[config.mk]
export PLATFORM = sky130hd
export DESIGN_NAME = contador_modo
export DESIGN_NICKNAME = d
export VERILOG_FILES = /design/src/rtl/contador_pkg.sv /design/src/rtl/contador_paso.sv /design/src/rtl/contador_modo.sv
export SDC_FILE = /design/constraint.sdc
export NUM_CORES = 1
export LEC_CHECK = 0
export BUFFER_PORTS_ARGS = -buffer_cell sky130_fd_sc_hd__buf_2
export CAP_MARGIN = 30
export CORE_MARGIN = 3
export CORE_UTILIZATION = 28
export DETAILED_ROUTE_END_ITERATION = 7
export HOLD_SLACK_MARGIN = 0.15
export PLACE_DENSITY = 0.52
export SETUP_SLACK_MARGIN = 0.5
export SKIP_CTS_REPAIR_TIMING = 1
export SLEW_MARGIN = 20
export SYNTH_ARGS = -nofsm -noshare
export SYNTH_HDL_FRONTEND = slang
export SYNTH_SLANG_ARGS = --single-unit
[constraint.sdc]
create_clock -name clk -period 5.8 [get_ports clk]
set_input_delay 0.87 -clock clk [delete_from_list [all_inputs] [get_ports clk]]
set_output_delay 0.87 -clock clk [all_outputs]
set_load 0.1 [all_outputs]
[src/rtl/contador_pkg.sv]
// Shared types and helpers for the multi-mode counter: run modes, control
// states and a range clamp used when loading.
package contador_pkg;

  typedef enum logic [1:0] {
    MODE_WRAP   = 2'd0,
    MODE_STOP   = 2'd1,
    MODE_BOUNCE = 2'd2,
    MODE_HOLD   = 2'd3
  } mode_t;

  typedef enum logic [1:0] {
    RUN_UP   = 2'd0,
    RUN_DOWN = 2'd1,
    HALTED   = 2'd2
  } state_t;

  function automatic int clamp(input int v, input int lo, input int hi);
    if (v < lo) return lo;
    if (v > hi) return hi;
    return v;
  endfunction

endpackage

[src/rtl/contador_paso.sv]
// Combinational step logic: next count, terminal detect and next direction
// for one enabled edge in the given mode. Arithmetic runs in N+1 bits.
module contador_paso
  import contador_pkg::*;
#(
  parameter int N   = 4,
  parameter int MIN = 0,
  parameter int MAX = (2**N) - 1
) (
  input  logic [N-1:0] q,
  input  logic         dir,
  input  mode_t        mode,
  output logic [N-1:0] q_next,
  output logic         hit_terminal,
  output logic         dir_next
);

  localparam logic [N:0] MIN_X = (N+1)'(MIN);
  localparam logic [N:0] MAX_X = (N+1)'(MAX);
  localparam logic [N:0] ONE_X = (N+1)'(1);

  logic [N:0] q_x;
  logic [N:0] inc;
  logic [N:0] dec;
  logic [N:0] term;
  logic [N:0] nxt;
  logic       at_max;
  logic       at_min;

  assign q_x    = {1'b0, q};
  assign inc    = q_x + ONE_X;
  assign dec    = q_x - ONE_X;
  assign term   = dir ? MAX_X : MIN_X;
  assign at_max = (q_x == MAX_X);
  assign at_min = (q_x == MIN_X);

  always_comb begin
    nxt          = q_x;
    dir_next     = dir;
    hit_terminal = 1'b0;
    case (mode)
      MODE_WRAP: begin
        if (dir) nxt = at_max ? MIN_X : inc;
        else     nxt = at_min ? MAX_X : dec;
        hit_terminal = (nxt == term);
      end
      MODE_STOP: begin
        // Sitting on the terminal value still reports the hit so a load
        // straight onto it halts on the next enabled edge.
        if ((dir && at_max) || (!dir && at_min)) begin
          nxt          = q_x;
          hit_terminal = 1'b1;
        end else begin
          nxt          = dir ? inc : dec;
          hit_terminal = (nxt == term);
        end
      end
      MODE_BOUNCE: begin
        if (dir && at_max) begin
          nxt      = MAX_X - ONE_X;
          dir_next = 1'b0;
        end else if (!dir && at_min) begin
          nxt      = MIN_X + ONE_X;
          dir_next = 1'b1;
        end else begin
          nxt = dir ? inc : dec;
        end
        hit_terminal = (nxt == MAX_X) || (nxt == MIN_X);
      end
      default: begin
        nxt          = q_x;
        hit_terminal = 1'b0;
      end
    endcase
    q_next = nxt[N-1:0];
  end

endmodule

[src/rtl/contador_modo.sv]
// Multi-mode N-bit counter over [MIN, MAX] with wrap/stop/bounce/hold modes,
// synchronous clear/load, one-cycle terminal pulse and sticky done flag.
module contador_modo
  import contador_pkg::*;
#(
  parameter int N   = 4,
  parameter int MIN = 0,
  parameter int MAX = (2**N) - 1
) (
  input  logic         clk,
  input  logic         rst,
  input  logic         en,
  input  logic         clear,
  input  logic         load,
  input  logic [N-1:0] d,
  input  logic         up,
  input  logic [1:0]   mode,
  output logic [N-1:0] q,
  output logic         tc,
  output logic         done,
  output logic         dir_o,
  output state_t       state
);

  if (!(MIN < MAX && MAX <= (2**N) - 1)) begin : g_bad_range
    $error("contador_modo: range must satisfy MIN < MAX <= 2**N-1");
  end

  // Control handshake: clear, load and en are level inputs sampled on each
  // rising edge with priority clear > load > en; there is no back-pressure.
  mode_t        mode_cur;
  logic         dir_eff;
  logic [N-1:0] q_next;
  logic         hit_terminal;
  logic         dir_next;

  assign mode_cur = mode_t'(mode);
  assign dir_eff  = (mode_cur == MODE_BOUNCE) ? (state != RUN_DOWN) : up;

  contador_paso #(
    .N   (N),
    .MIN (MIN),
    .MAX (MAX)
  ) u_paso (
    .q            (q),
    .dir          (dir_eff),
    .mode         (mode_cur),
    .q_next       (q_next),
    .hit_terminal (hit_terminal),
    .dir_next     (dir_next)
  );

  always_ff @(posedge clk or negedge rst) begin
    if (!rst) begin
      q     <= N'(MIN);
      tc    <= 1'b0;
      done  <= 1'b0;
      dir_o <= 1'b1;
      state <= RUN_UP;
    end else if (clear) begin
      q     <= N'(MIN);
      tc    <= 1'b0;
      done  <= 1'b0;
      dir_o <= 1'b1;
      state <= RUN_UP;
    end else if (load) begin
      q     <= N'(clamp(int'(d), MIN, MAX));
      tc    <= 1'b0;
      done  <= 1'b0;
      dir_o <= up;
      state <= up ? RUN_UP : RUN_DOWN;
    end else if (!en || mode_cur == MODE_HOLD || state == HALTED) begin
      tc <= 1'b0;
    end else begin
      q     <= q_next;
      tc    <= hit_terminal;
      dir_o <= dir_next;
      if (mode_cur == MODE_STOP && hit_terminal) begin
        done  <= 1'b1;
        state <= HALTED;
      end else begin
        state <= dir_next ? RUN_UP : RUN_DOWN;
      end
    end
  end

endmodule

; ---- After elaboration in Yosys (flattened, before gate mapping)
; Cells that the tools add are included.
[classes]
add_sub_neg = 2
n_eq_ne = 11
muxes = 36
reduce_logical = 16
[op_table]
columns = operator, count
row1 = 5-bit two-way mux, 8
row2 = 4-bit two-way mux, 5
row3 = 1-bit two-way mux, 17
row4 = 4-bit case mux with 3 select lines, 1
row5 = 5-bit by 4-bit equality test with 1-bit output, 2
row6 = 5-bit logical NOT, 2
row7 = 2-bit two-way mux, 4
row8 = 2-bit equality test (second input constant), 3
row9 = 4-bit by 1-bit adder with 5-bit output (second input constant), 1
row10 = 5-bit by 4-bit equality test with 1-bit output (second input constant), 1
row11 = 5-bit nonzero test, 1
row12 = 4-bit by 1-bit subtractor with 5-bit output (second input constant), 1
row13 = 4-bit equality test (second input constant), 1
row14 = 1-bit logical OR, 4
row15 = 4-bit != test (second input constant), 1
row16 = 1-bit logical AND, 3
row17 = 3-bit != test (second input constant), 1
row18 = 1-bit case mux with 3 select lines, 1
row19 = 3-bit AND reduction, 1
row20 = 3-bit nonzero test, 1
row21 = 2-bit by 1-bit equality test with 1-bit output (second input constant), 1
row22 = 1-bit logical NOT, 2
row23 = 2-bit logical NOT, 1
row24 = 2-bit by 1-bit != test with 1-bit output (second input constant), 1
row25 = 2-bit AND reduction, 1
[word_totals]
regBits = 9
in_bits = 12
out_inout_bits = 9
word_cells = 70

; ---- Logic depth before layout (Yosys ltp)
[depth]
depth_word = 15
depth_mapped = 12
mapped_depth_nobuf = 10

; ---- Cells and area by module
; From an unflattened synthesis, not the netlist that was laid out.
[hier_totals]
cells_unflattened = 150
area_unflattened_um2 = 1247.4
[modules_own_cells]
columns = module, instances, cells_per_inst, area_each_um2, seq_area_each_um2
row1 = contador_paso, 1, 98, 709.4, 0.0
row2 = contador_modo, 1, 52, 538.0, 226.5

; ---- Worst setup path after synthesis
; No wires, ideal clock.
[synth_path]
path_type = reg-to-reg
startpoint = reg q[0]
endpoint = reg tc
t_arrival_ns = 2.908
t_required_ns = 5.681
setup_slack_ns = 2.773
stages_incl_launch_ff = 11
n_path_buf = 2
period_less_slack_ns = 3.027
cell_sequence = dfrtp_1 > buf_1 > inv_1 > ha_1 > buf_4 > or3b_1 > a21oi_1 > o21ai_2 > or3b_1 > o22a_1 > o21a_1
[synth_via]
elab_chain_len = 11
elab_cells_between_ends = 25
[synth_rtl]
columns = item, line_no
row1 = "start, declared", contador_modo.sv:18  ; output logic [N-1:0] q,
row2 = "start signal, assigned", contador_modo.sv:55  ; q <= N'(MIN);
row3 = "start signal, assigned", contador_modo.sv:61  ; q <= N'(MIN);
row4 = "start signal, assigned", contador_modo.sv:67  ; q <= N'(clamp(int'(d), MIN, MAX));
row5 = "4-bit by 1-bit subtractor with 5-bit output, or another cell as far along", contador_paso.sv:32  ; assign dec = q_x - ONE_X;
row6 = 5-bit two-way mux or 1-bit logical AND (tied branches), n/a
row7 = 5-bit two-way mux, contador_paso.sv:62  ; end else if (!dir && at_min) begin
row8 = 5-bit two-way mux, contador_paso.sv:59  ; if (dir && at_max) begin
row9 = 5-bit two-way mux, contador_paso.sv:41  ; case (mode)
row10 = 5-bit by 4-bit equality test with 1-bit output or 5-bit logical NOT (tied branches), contador_paso.sv:68  ; hit_terminal = (nxt == MAX_X) || (nxt == MIN_X);
row11 = 1-bit logical OR, contador_paso.sv:68
row12 = 1-bit case mux with 3 select lines (*), contador_paso.sv:41
row13 = 1-bit two-way mux (*), contador_modo.sv:72  ; end else if (!en || mode_cur == MODE_HOLD || state == HALTED) begin
row14 = 1-bit two-way mux (*), contador_modo.sv:66  ; end else if (load) begin
row15 = 1-bit two-way mux (*), contador_modo.sv:60  ; end else if (clear) begin
row16 = "end signal, assigned", contador_modo.sv:76  ; tc <= hit_terminal;
row17 = "end, declared", contador_modo.sv:19  ; output logic tc,
; Mark *: on every way between the ends. The rest lies on a longest branch, timed or not. The select of a mux whose other input is x is not followed.
; A chain may end at the register's enable or synchronous reset.

; ---- Worst setup path after layout
[layout_path]
startpoint = in mode[0]
endpoint = reg tc
[layout_via]
elab_chain_len = 13
elab_cells_between_ends = 28
[layout_rtl]
columns = item, line_no
row1 = "start, declared", contador_modo.sv:17  ; input logic [1:0] mode,
row2 = 2-bit equality test, "contador_paso.sv:41, contador_modo.sv:38"
row3 = 1-bit two-way mux, contador_modo.sv:38  ; assign dir_eff = (mode_cur == MODE_BOUNCE) ? (state != RUN_DOWN) : up;
row4 = 1-bit logical NOT, "contador_paso.sv:50, contador_paso.sv:62"
row5 = 1-bit logical AND, "contador_paso.sv:50, contador_paso.sv:62"
row6 = 5-bit two-way mux, contador_paso.sv:62
row7 = 5-bit two-way mux, contador_paso.sv:59
row8 = 5-bit two-way mux, contador_paso.sv:41
row9 = 5-bit by 4-bit equality test with 1-bit output or 5-bit logical NOT (tied branches), contador_paso.sv:68
row10 = 1-bit logical OR, contador_paso.sv:68
row11 = 1-bit case mux with 3 select lines, contador_paso.sv:41
row12 = 1-bit two-way mux (*), contador_modo.sv:72
row13 = 1-bit two-way mux (*), contador_modo.sv:66
row14 = 1-bit two-way mux (*), contador_modo.sv:60
; Marked as above.

==> impl_results.md <==
* Worst Path Required at roughly 5.9 ns
* Mapped Cells at between 150 and 200
* Crit path max fanout at 11
* Async set or reset register ratio after synthesis at 100%
* Fraction of layout cells with a size suffix above 1 at around 24%
* Largest net degree at the start of global routing at 21
* Vias in the first global route at 1,262
* Synth area leaders: dfrtp_1 15%, ha_1 6.6%, a21oi_1 4.1%
* Die area at roughly 0.0056 mm^2
* Leading area contributor after synthesis: dfrtp_1
* Input/output buffers at 20
* Slew @ Worst Pin at just over 0.9 ns
* RSZ-0062 raised after global routing: no
* TritonCTS clock tree: done
* Netlist Area Pre-Place at about 0.0013 mm^2
* F_max at about 320 MHz
* Most used DFF post-synth: dfrtp_1
* Final Wtd Congestion at approximately 0.91
* Routed length on met2 at ~1.7 mm
* Nets at about 190
* Die X at between 70 and 80 um
* Pleak at about 0.61 nW
* Final non-filler cell total at 225
* Crit-path cells: buf_2, inv_1, ha_1, nor2_1, nor3_1, o21ai_2, or3b_1, o22a_1, o21a_1
* Via density at between 5 and 6
* CP peak stage delay at between 0.7 and 0.8 ns
* Commonest cells in the netlist: 11 x a21oi_1, 11 x inv_1, 8 x dfrtp_1, 8 x nand2_1
* Final routed wire length divided by cell count at 17.2 um
* Final core utilization at about 33%
* Critical path capture point type: flip-flop
* Net Sw Frac at between 40% and 50%
* Antenna violations before repair at 0
* Relative slew slack at a little under two fifths
* Met1 WL at between 1.5 and 2 mm
* GR Overflow Total at 0
* Seq cells post-synth at 9
* Detailed placement HPWL at between 2 and 3 mm
* Pre-Repair DR Iteration Count at 4
* Post-place setup slack at around 2.5 ns
* Depth of the CTS H-tree at 1
* Initial Util at between 20% and 30%
* # setup viols final at 0
* Syn_area_per_cell at ~8.2 um^2
* CP Launch Type: primary input
* DRC errors left at 0
* Clk Latency, worst-skew pair at between 0.2 and 0.25 ns
* Hold crit path type: reg -> reg
* # rows at 24
* Placed Cells at 221
* Antenna cells at 0
* CTS sink count at 9
* Crit Path Class: in -> reg
* Synth warnings at 0
* Tot Pwr at 0.320 mW
* WP buf/inv at 2
* P_sw at about 0.15 mW
* Slowest-stage cell, CP: nor2_1
* Post-synthesis cell type count at between 60 and 70
* Worst Slack Setup Final at approximately 2.7 ns
* Fin. Hold Viols at 0
* CP Data Arrival Time at 3.24 ns
* # IOs at 21
* Top Layer Used: met4
* First-iteration detailed-routing DRC count at 110
* Final min period at roughly 3.1 ns
* Outcome: complete, no violations
* Core area at 0.00447 mm^2
* WL met3 at about 300 um
* Final ANT Viol Nets at 0
* Post-synth net total at approximately 180
* Post-synth top area share at 15.1%
* Peak VDD IR at roughly 0.06 mV
* Seq pwr share at a little over a quarter
* Number of flops mapped to enable cells by yosys at 0
* Clk pwr share at roughly 22%
* Pwr/cell area at around 220 mW/mm^2
* Gate power share at around 51%
* Total track usage at 14.2%
* Die Span Y at approximately 75 um
* Root buffer cell: clkbuf_8
* Delay-heaviest family, CP: simple AND/OR/NAND/NOR gates
* Clk slew on worst S/H paths at 0.05 ns
* Routed wire length at a little under 4 mm
* CTS Buf Count at 3
* Layout area overhead at 9.51%
* Max cap viols at 0
* Slew Limit Fails at 0
* Clk_skew at 0.00408 ns
* Final period util at between 50% and 60%
* Vias at between 1,000 and 1,500
* Seq/Total Area, Yosys at around 17%
* First-pass GRT wire length at between 6 and 7 mm
* Cell internal pwr at between 0.15 and 0.2 mW
* Total Negative Setup Slacks at 0 ns
* Max Root-Sink Buffers at 2
-- cells by family after synthesis --
group,count (synthesis),share of synthesized area [%]
AO/OA/AOI/OAI,58,35.9
XOR/XNOR,3,1.98
adder cells (fa/ha/maj),7,6.59
buffers and inverters,25,9.70
flip-flops,9,17.0
multiplexers,1,0.753
AND/OR/NAND/NOR,59,28.1
-- power groups by stage --
| stage | logic [mW] | registers [mW] | clock network, mW |
|---|---|---|---|
| floorplan | 0.105 | 0.111 | 0 |
| global placement | 0.163 | 0.0874 | 0 |
| detailed placement | 0.160 | 0.0872 | 0 |
| CTS | 0.160 | 0.0864 | 0.0730 |
| global route | 0.174 | 0.0884 | 0.0772 |
| finish | 0.162 | 0.0867 | 0.0713 |
-- per-layer routing --
metal / up-vias / track usage [%]
met3: 8 / 1.60
met5: - / 0
li1: 638 / -
met4: 0 / 3.75
met1: 619 / 21.3
met2: 60 / 21.5
-- cell type report --
cell class	instances	area, um^2
clock buffers	4	45.0
multi-input cells	128	973
inverters	12	45.0
well taps	52	65.1
flip-flops and latches	9	226
fillers	477	3020
repair buffers	20	100
-- worst reg2reg max path: cells and delay by family, from the launching register on --
| family | cells | cell delay (ns) |
|---|---|---|
| simple gates | 1 | 0.46 |
| compound gates | 5 | 0.98 |
| fa+ha+maj | 1 | 0.40 |
| buf+inv | 1 | 0.21 |
| flops | 1 | 0.54 |
-- flip-flops by register name, indices dropped and copies added (netlist names) --
signal	flops
dir_o	1
done	1
q	4
state	2
tc	1
-- worst paths after layout --
path | start | end | slack (ns) | depth (start not counted)
worst max-delay path | mode[0] | tc$_DFF_PN0_ | 2.68 | 9
worst min-delay path | done$_DFFE_PN0P_ | done$_DFFE_PN0P_ | 0.47 | 2
worst max register to register | q[0]$_DFFE_PN0P_ | q[3]$_DFFE_PN0P_ | 3.10 | 8
worst min register to register | done$_DFFE_PN0P_ | done$_DFFE_PN0P_ | 0.47 | 2
max in group asynchronous | rst | dir_o$_DFFE_PN1P_ | 5.07 | 1
min in group asynchronous | rst | state[0]$_DFFE_PN0P_ | 0.48 | 1
-- cell usage in the layout (no fill, tap or decap), types with 3 or more instances in the layout --
| master | synthesis | routed |
|---|---|---|
| a31oi_1 | 3 | 3 |
| nand2_1 | 8 | 8 |
| nor2_1 | 6 | 6 |
| and3_1 | 3 | 3 |
| a211oi_1 | 4 | 4 |
| nor2b_1 | 3 | 3 |
| o31ai_1 | 4 | 4 |
| ha_1 | 7 | 7 |
| xnor2_1 | 3 | 3 |
| a21oi_1 | 11 | 11 |
| nor3_1 | 6 | 6 |
| inv_1 | 11 | 11 |
| nand3_1 | 7 | 7 |
| dfrtp_1 | 8 | 8 |
| clkbuf_8 | 0 | 3 |
| buf_2 | 4 | 20 |
| nand2b_1 | 3 | 3 |
| o21ai_1 | 3 | 3 |
-- metrics by stage --
step / hold slack (ns) / area, um^2
2_1_floorplan: 0.574 / 1330
3_3_place_gp: 0.465 / 1410
3_5_place_dp: 0.469 / 1410
4_1_cts: 0.479 / 1460
5_1_grt: 0.496 / 1460
6_report: 0.473 / 1460
(Power assumes the default switching activity.)
